--- config.mk ---
export PLATFORM = sky130hd
export DESIGN_NAME = divider32_fp
export DESIGN_NICKNAME = d
export VERILOG_FILES = /design/src/rtl/fp32_pkg.sv /design/src/rtl/fp32_classify.sv /design/src/rtl/divider32_fp.sv
export SDC_FILE = /design/constraint.sdc
export NUM_CORES = 1
export LEC_CHECK = 0
export BUFFER_PORTS_ARGS = -buffer_cell sky130_fd_sc_hd__buf_2
export CORE_MARGIN = 2
export CORE_UTILIZATION = 36
export DETAILED_ROUTE_END_ITERATION = 6
export GPL_TIMING_DRIVEN = 0
export PLACE_DENSITY = 0.51
export SLEW_MARGIN = 20
export SYNTH_ARGS = -nofsm -noshare
export SYNTH_HDL_FRONTEND = slang
export SYNTH_SLANG_ARGS = --single-unit
export TNS_END_PERCENT = 30
--- constraint.sdc ---
create_clock -name clk -period 3.1 [get_ports clk]
set_input_delay 0.155 -clock clk [delete_from_list [all_inputs] [get_ports clk]]
set_output_delay 0.155 -clock clk [all_outputs]
set_load 0.01 [all_outputs]
--- src/rtl/fp32_pkg.sv ---
// Shared types and constants for the single-precision divider.
package fp32_pkg;

  localparam int unsigned BIAS      = 127;
  localparam int unsigned EXP_MAX   = 254;
  localparam int unsigned DIV_ITERS = 26;
  localparam int unsigned EXP_W     = 10;
  localparam int unsigned SIG_W     = 24;
  localparam int unsigned Q_W       = 26;
  localparam int unsigned ITER_W    = 5;

  localparam logic [31:0] QNAN    = 32'h7FC0_0000;
  localparam logic [31:0] POS_INF = 32'h7F80_0000;

  typedef struct packed {
    logic        sign;
    logic [7:0]  exp;
    logic [22:0] frac;
  } fp32_t;

  typedef enum logic [2:0] {
    IDLE,
    UNPACK,
    DIVIDE,
    NORM,
    ROUND,
    DONE
  } state_t;

  typedef struct packed {
    logic nan;
    logic inf;
    logic ovf;
    logic unf;
    logic dz;
  } flags_t;

  typedef logic signed [EXP_W-1:0] exp_t;

endpackage

--- src/rtl/fp32_classify.sv ---
// Combinational operand classifier: zero, infinity, NaN and subnormal detection.
module fp32_classify
  import fp32_pkg::*;
(
  input  logic [7:0]  i_exp,
  input  logic [22:0] i_frac,
  output logic        o_is_zero,
  output logic        o_is_inf,
  output logic        o_is_nan,
  output logic        o_is_subnormal
);

  logic w_exp_min;
  logic w_exp_max;
  logic w_frac_nz;

  assign w_exp_min = (i_exp == 8'h00);
  assign w_exp_max = (i_exp == 8'hFF);
  assign w_frac_nz = (i_frac != 23'd0);

  assign o_is_zero      = w_exp_min & ~w_frac_nz;
  assign o_is_subnormal = w_exp_min &  w_frac_nz;
  assign o_is_inf       = w_exp_max & ~w_frac_nz;
  assign o_is_nan       = w_exp_max &  w_frac_nz;

endmodule

--- src/rtl/divider32_fp.sv ---
// Multi-cycle IEEE-754 single-precision divider (restoring, one quotient bit per cycle).
// Define FP_DIV_ROUND_NEAREST_EN for round-to-nearest-even; default build truncates.
module divider32_fp
  import fp32_pkg::*;
(
  input  logic        clk,
  input  logic        rst_n,
  input  logic        start_i,
  input  logic [31:0] a_i,
  input  logic [31:0] b_i,
  output logic [31:0] quotient_o,
  output logic        done_o,
  output logic        busy_o,
  output logic        nan_o,
  output logic        infinit_o,
  output logic        overflow_o,
  output logic        underflow_o,
  output logic        dz_o
);

`ifdef FP_DIV_ROUND_NEAREST_EN
  localparam logic RNE_EN = 1'b1;
`else
  localparam logic RNE_EN = 1'b0;
`endif

  localparam exp_t        EXP_BIAS_S = exp_t'(BIAS);
  localparam exp_t        EXP_MAX_S  = exp_t'(EXP_MAX);
  localparam exp_t        EXP_ONE_S  = exp_t'(1);
  localparam logic [30:0] INF_MAG    = POS_INF[30:0];

  state_t              r_state;
  fp32_t               r_a;
  fp32_t               r_b;
  logic                r_sign;
  exp_t                r_exp;
  logic [SIG_W-1:0]    r_divisor;
  logic [Q_W-1:0]      r_rem;
  logic [Q_W-1:0]      r_q;
  logic [ITER_W-1:0]   r_iter;
  logic [SIG_W-1:0]    r_sig;
  logic                r_guard;
  logic                r_sticky;
  logic [31:0]         r_quot;
  flags_t              r_flags;
  logic                r_done;
  logic                r_busy;

  logic w_a_zero, w_a_inf, w_a_nan, w_a_sub;
  logic w_b_zero, w_b_inf, w_b_nan, w_b_sub;
  logic w_a_z, w_b_z, w_sign;

  fp32_classify u_cls_a (
    .i_exp          (r_a.exp),
    .i_frac         (r_a.frac),
    .o_is_zero      (w_a_zero),
    .o_is_inf       (w_a_inf),
    .o_is_nan       (w_a_nan),
    .o_is_subnormal (w_a_sub)
  );

  fp32_classify u_cls_b (
    .i_exp          (r_b.exp),
    .i_frac         (r_b.frac),
    .o_is_zero      (w_b_zero),
    .o_is_inf       (w_b_inf),
    .o_is_nan       (w_b_nan),
    .o_is_subnormal (w_b_sub)
  );

  // Subnormals are flushed: they behave exactly like signed zero.
  assign w_a_z  = w_a_zero | w_a_sub;
  assign w_b_z  = w_b_zero | w_b_sub;
  assign w_sign = r_a.sign ^ r_b.sign;

  logic        w_special;
  logic [31:0] w_spec_q;
  flags_t      w_spec_flags;

  // Special-operand resolution; priority order matters (NaN cases first).
  always_comb begin
    w_special        = 1'b1;
    w_spec_q         = QNAN;
    w_spec_flags     = '0;
    w_spec_flags.inf = w_a_inf | w_b_inf;
    if (w_a_nan | w_b_nan | (w_a_z & w_b_z) | (w_a_inf & w_b_inf)) begin
      w_spec_q         = QNAN;
      w_spec_flags.nan = 1'b1;
    end else if (w_a_inf) begin
      w_spec_q = {w_sign, INF_MAG};
    end else if (w_b_inf) begin
      w_spec_q = {w_sign, 31'd0};
    end else if (w_b_z) begin
      w_spec_q        = {w_sign, INF_MAG};
      w_spec_flags.dz = 1'b1;
    end else if (w_a_z) begin
      w_spec_q = {w_sign, 31'd0};
    end else begin
      w_special = 1'b0;
    end
  end

  exp_t w_exp_diff;
  assign w_exp_diff = exp_t'({2'b00, r_a.exp}) - exp_t'({2'b00, r_b.exp}) + EXP_BIAS_S;

  logic                w_rem_ge;
  logic [Q_W-2:0]      w_rem_sub;
  logic [Q_W-1:0]      w_rem_next;

  // One restoring step: subtract when possible, then shift the partial remainder.
  assign w_rem_ge   = (r_rem >= {2'b00, r_divisor});
  assign w_rem_sub  = w_rem_ge ? (Q_W-1)'(r_rem - {2'b00, r_divisor}) : r_rem[Q_W-2:0];
  assign w_rem_next = {w_rem_sub, 1'b0};

  logic           w_inc;
  logic [SIG_W:0] w_sig_rnd;
  logic [22:0]    w_frac_fin;
  exp_t           w_exp_fin;
  logic           w_ovf;
  logic           w_unf;

  assign w_inc      = RNE_EN & r_guard & (r_sticky | r_sig[0]);
  assign w_sig_rnd  = {1'b0, r_sig} + (SIG_W+1)'(w_inc);
  assign w_frac_fin = w_sig_rnd[SIG_W] ? w_sig_rnd[23:1] : w_sig_rnd[22:0];
  assign w_exp_fin  = w_sig_rnd[SIG_W] ? (r_exp + EXP_ONE_S) : r_exp;
  assign w_ovf      = (w_exp_fin > EXP_MAX_S);
  assign w_unf      = (w_exp_fin < EXP_ONE_S);

  always_ff @(posedge clk or negedge rst_n) begin
    if (!rst_n) begin
      r_state   <= IDLE;
      r_a       <= '0;
      r_b       <= '0;
      r_sign    <= 1'b0;
      r_exp     <= '0;
      r_divisor <= '0;
      r_rem     <= '0;
      r_q       <= '0;
      r_iter    <= '0;
      r_sig     <= '0;
      r_guard   <= 1'b0;
      r_sticky  <= 1'b0;
      r_quot    <= '0;
      r_flags   <= '0;
      r_done    <= 1'b0;
      r_busy    <= 1'b0;
    end else begin
      r_done <= 1'b0;
      case (r_state)
        IDLE: begin
          if (start_i) begin
            r_a     <= a_i;
            r_b     <= b_i;
            r_flags <= '0;
            r_busy  <= 1'b1;
            r_state <= UNPACK;
          end
        end
        UNPACK: begin
          r_sign <= w_sign;
          r_exp  <= w_exp_diff;
          if (w_special) begin
            r_quot  <= w_spec_q;
            r_flags <= w_spec_flags;
            r_done  <= 1'b1;
            r_state <= DONE;
          end else begin
            r_rem     <= {2'b01, r_a.frac};
            r_divisor <= {1'b1, r_b.frac};
            r_q       <= '0;
            r_iter    <= '0;
            r_state   <= DIVIDE;
          end
        end
        DIVIDE: begin
          r_q    <= {r_q[Q_W-2:0], w_rem_ge};
          r_rem  <= w_rem_next;
          r_iter <= r_iter + ITER_W'(1);
          if (r_iter == ITER_W'(DIV_ITERS - 1)) begin
            r_state <= NORM;
          end
        end
        NORM: begin
          // Quotient lies in [0.5, 2); align the leading one to sig[23].
          if (r_q[Q_W-1]) begin
            r_sig    <= r_q[25:2];
            r_guard  <= r_q[1];
            r_sticky <= r_q[0] | (r_rem != '0);
          end else begin
            r_sig    <= r_q[24:1];
            r_guard  <= r_q[0];
            r_sticky <= (r_rem != '0);
            r_exp    <= r_exp - EXP_ONE_S;
          end
          r_state <= ROUND;
        end
        ROUND: begin
          if (w_ovf) begin
            r_quot <= {r_sign, INF_MAG};
          end else if (w_unf) begin
            r_quot <= {r_sign, 31'd0};
          end else begin
            r_quot <= {r_sign, w_exp_fin[7:0], w_frac_fin};
          end
          r_flags.ovf <= w_ovf;
          r_flags.unf <= w_unf & ~w_ovf;
          r_done      <= 1'b1;
          r_state     <= DONE;
        end
        DONE: begin
          r_busy  <= 1'b0;
          r_state <= IDLE;
        end
        default: begin
          r_busy  <= 1'b0;
          r_state <= IDLE;
        end
      endcase
    end
  end

  assign quotient_o  = r_quot;
  assign done_o      = r_done;
  assign busy_o      = r_busy;
  assign nan_o       = r_flags.nan;
  assign infinit_o   = r_flags.inf;
  assign overflow_o  = r_flags.ovf;
  assign underflow_o = r_flags.unf;
  assign dz_o        = r_flags.dz;

endmodule
==> results.ini <==
[die]
die_h_um = 180.0
die_area_um2 = 32410
core_area_um2 = 30590
start_util = 0.3647
die_x_um = 180.0
io_pins = 106
num_rows = 64

[global_routing]
grtUsageTotal = 0.1853
grt_max_degree = 95
grt-ovfl-total = 0
grt_pass1_vias = 9190
antenna_found_initial = 0
grt_pass1_wl_um = 49440

[finish]
antennaDiodeCount = 0
fillers = 2989
drive_above_1_share = 0.1872
area_growth_pct = 24.55
seq_area_um2 = 5530
multi_input_area_um2 = 5204
nets = 1450
fin_util = 0.4542

[power]
peakVddDrop_uv = 763.4
power.density_nw_per_um2 = 1169
pwr-share-seq = 0.296
p_leak_uw = 0.006164
pwr-share-clk = 0.199
internal_power_uw = 9379
power_frac_comb = 0.505
switching_share = 0.4227
switchingPower_uw = 6868

[outcome]
status = completed

[sta]
setup_viol = 0
finClkSkew_ns = 0.02149
report.final.hold_viol_count = 0
period_needed_ns = 2.939
whs_ns = 0.03003
fin_ws_ns = 0.1606
slew_headroom = 0.4807
max_freq_mhz = 340.2
final-max-slew-violation-count = 0
tightestPinTransition_ns = 0.7718
min_period_over_period = 0.9482
grt_setup_unrepaired = yes

[critical_path]
crit_type = flop to flop
cp_data_arrival_time_ns = 3.33
required_ns = 3.49
max_stage_delay_ns = 0.39
r2r_slack_ns = 0.16
end_kind = flop
start_kind = flop
path_max_fanout = 10
path_cells = ha_2 -> fa_2 -> nor2b_4 -> o31a_1 -> nor3_2 -> o21ai_2 -> a41oi_2 -> o31a_1 -> buf_6 -> buf_6 -> a21oi_1 -> o21ai_1 -> a21boi_1
cp_slowest_cell = dfrtp_1

[synthesis]
yosys-top-cells-count = dfrtp_1 (221), nand2_1 (185), o21ai_0 (122)
synth_edf_count = 0
synth.top_cell.area_share = 0.4957
syn_area_um2 = 11160
syn_nets = 1245
yosysMostFrequentCell = dfrtp_1
ys_types = 68
synth_area_leaders = dfrtp_1 (50%), nand2_1 (6.2%), mux2_2 (5.9%)
ys_ff_latch = 221
yosysSeqAreaShare = 0.4957
synthFlopType = dfrtp_1
synthCells = 1139
synth.largest_area_cell = dfrtp_1
synth_warnings = 0
async_flop_share = 1.000
syn_avg_cell_area_um2 = 9.794

[routing]
drc_errors = 0
vias = 9087
drtAntennaViolNets = 0
detail_route.iter0.violations = 476
drt-total-wl_um = 30170
drtPass1Iterations = 6
wl_per_cell_um = 17.16
vias_per_cell = 5.169

[clocking]
cts_buffers = 26
clock_sinks = 221
clk_pin_slew_worst_paths_ns = 0.06
clk_path_buf_depth = 3
cts_tree = done
root_buffer = clkbuf_16
htreeDepth = 1
insertion_delay_ns = 0.54

[place]
gp_congestion = 0.8729
place_ws_ns = -0.04923
hpwlAfterDp_um = 21690
io_buffer_count = 105

[hold_path]
hp-class = input pin to flop

[run]
drv_cap = 0

## layout make-up
cell class              count  area share
flip-flops and latches    221      0.3980
clock inverters            11     0.01162
repair buffers            177     0.09203
well taps                 396     0.03566
multi-input cells         804      0.3745
clock buffers              35     0.05367
plain buffers              59     0.01963
inverters                  55     0.01486
## cells in the final DEF, fill, tap and decap left out, drive strengths merged, types with 3 or more instances in the layout
cell type	netlist	routed
clkbuf	35	70
ha	37	37
nor2b	10	10
a22oi	4	4
nor2	62	62
buf	24	136
bufinv	0	4
mux2i	27	27
o21ai	129	129
a21boi	5	5
dlygate4sd3	0	65
nor3b	4	4
a21oi	36	36
a31oi	31	31
nor4	18	18
dfrtp	221	221
nand2	185	185
or3	3	3
and3	8	8
a21o	12	12
a211oi	16	16
xnor2	22	22
clkinv	0	6
o31ai	3	3
o22ai	5	5
inv	55	56
o21bai	7	7
nand2b	5	5
nand3	12	12
or2	3	3
mux2	58	58
nor3	13	13
and2	7	7
nand4	16	16
o31a	4	4
xor2	10	10
a22o	23	23
## sequential cells by signal, summed over array words and instances, names as in the netlist
register	cells
r_state	3
r_sig	23
quotient_o	32
nan_o	1
r_divisor	24
done_o	1
r_b	32
infinit_o	1
r_q	26
busy_o	1
r_exp	10
r_iter	5
dz_o	1
r_a	32
r_rem	26
r_sign	1
underflow_o	1
overflow_o	1
## cells by family (layout without fill, tap and decap cells)
| kind of cell | after synthesis | after routing | share of synthesized area |
|---|---|---|---|
| adders and majority gates | 39 | 39 | 0.04509 |
| muxes | 85 | 85 | 0.08277 |
| xor gates and xnor gates | 32 | 32 | 0.02512 |
| buffers and inverters | 114 | 337 | 0.04296 |
| DFF | 221 | 221 | 0.4957 |
| and+or+nand+nor | 352 | 352 | 0.1423 |
| AOI/OAI and AO/OA | 296 | 296 | 0.1660 |
## critical path, delay by kind of cell (launching register included)
family                     cells  cell delay, ns
and+or+nand+nor                2            0.20
adders and majority gates      2            0.57
AOI/OAI and AO/OA              7            1.32
DFF                            1            0.39
buffers and inverters          2            0.32
## repair_timing
item                       CTS  global route
hold buffers                65             0
hold endpoints to repair   146             0
pin swaps                    1             4
buffers inserted             1             4
gates resized for setup      0            12
setup endpoints to repair   19            31
## per-stage QoR
stage                     TNS (ns)  total power, µW  cells  cell area (µm²)
final                            0            16250   1758            13890
after global routing      -0.05996            17570   1758            13890
after CTS                        0            16150   1754            13810
after detailed placement   -0.1316            12730   1642            12240
after global placement     -489.65            12650   1640            12180
after floorplan                  0            10500   1139            11160
## metal layers
| metal | routed length (µm) | vias up | GRT usage |
|---|---|---|---|
| met1 | 13960 | 4390 | 0.2541 |
| met2 | 14110 | 195 | 0.3068 |
| met4 | 937 | 0 | 0.05484 |
| met3 | 1162 | 57 | 0.02466 |
| met5 | 0 | - | 0 |
| li1 | - | 4445 | - |
## final timing paths
kind	from	to	cells after the start
setup reg to reg	r_divisor[0]	r_rem[20]	13
setup / recovery	r_divisor[0]	r_rem[20]	13
min in group asynchronous	rst_n	quotient_o[29]	2
max in group asynchronous	rst_n	r_a[3]	4
hold / removal	start_i	r_state[0]	3
hold reg to reg	r_divisor[23]	r_divisor[23]	2
## power groups by stage
stage / Sequential (µW) / Clock, µW / Combinational, µW
after floorplan: 4540 / 0 / 5960
after CTS: 4790 / 3320 / 8030
after global routing: 4940 / 3440 / 9180
after global placement: 4830 / 0 / 7820
after detailed placement: 4840 / 0 / 7890
final: 4800 / 3230 / 8210
Power figures use the tool's default switching activity.
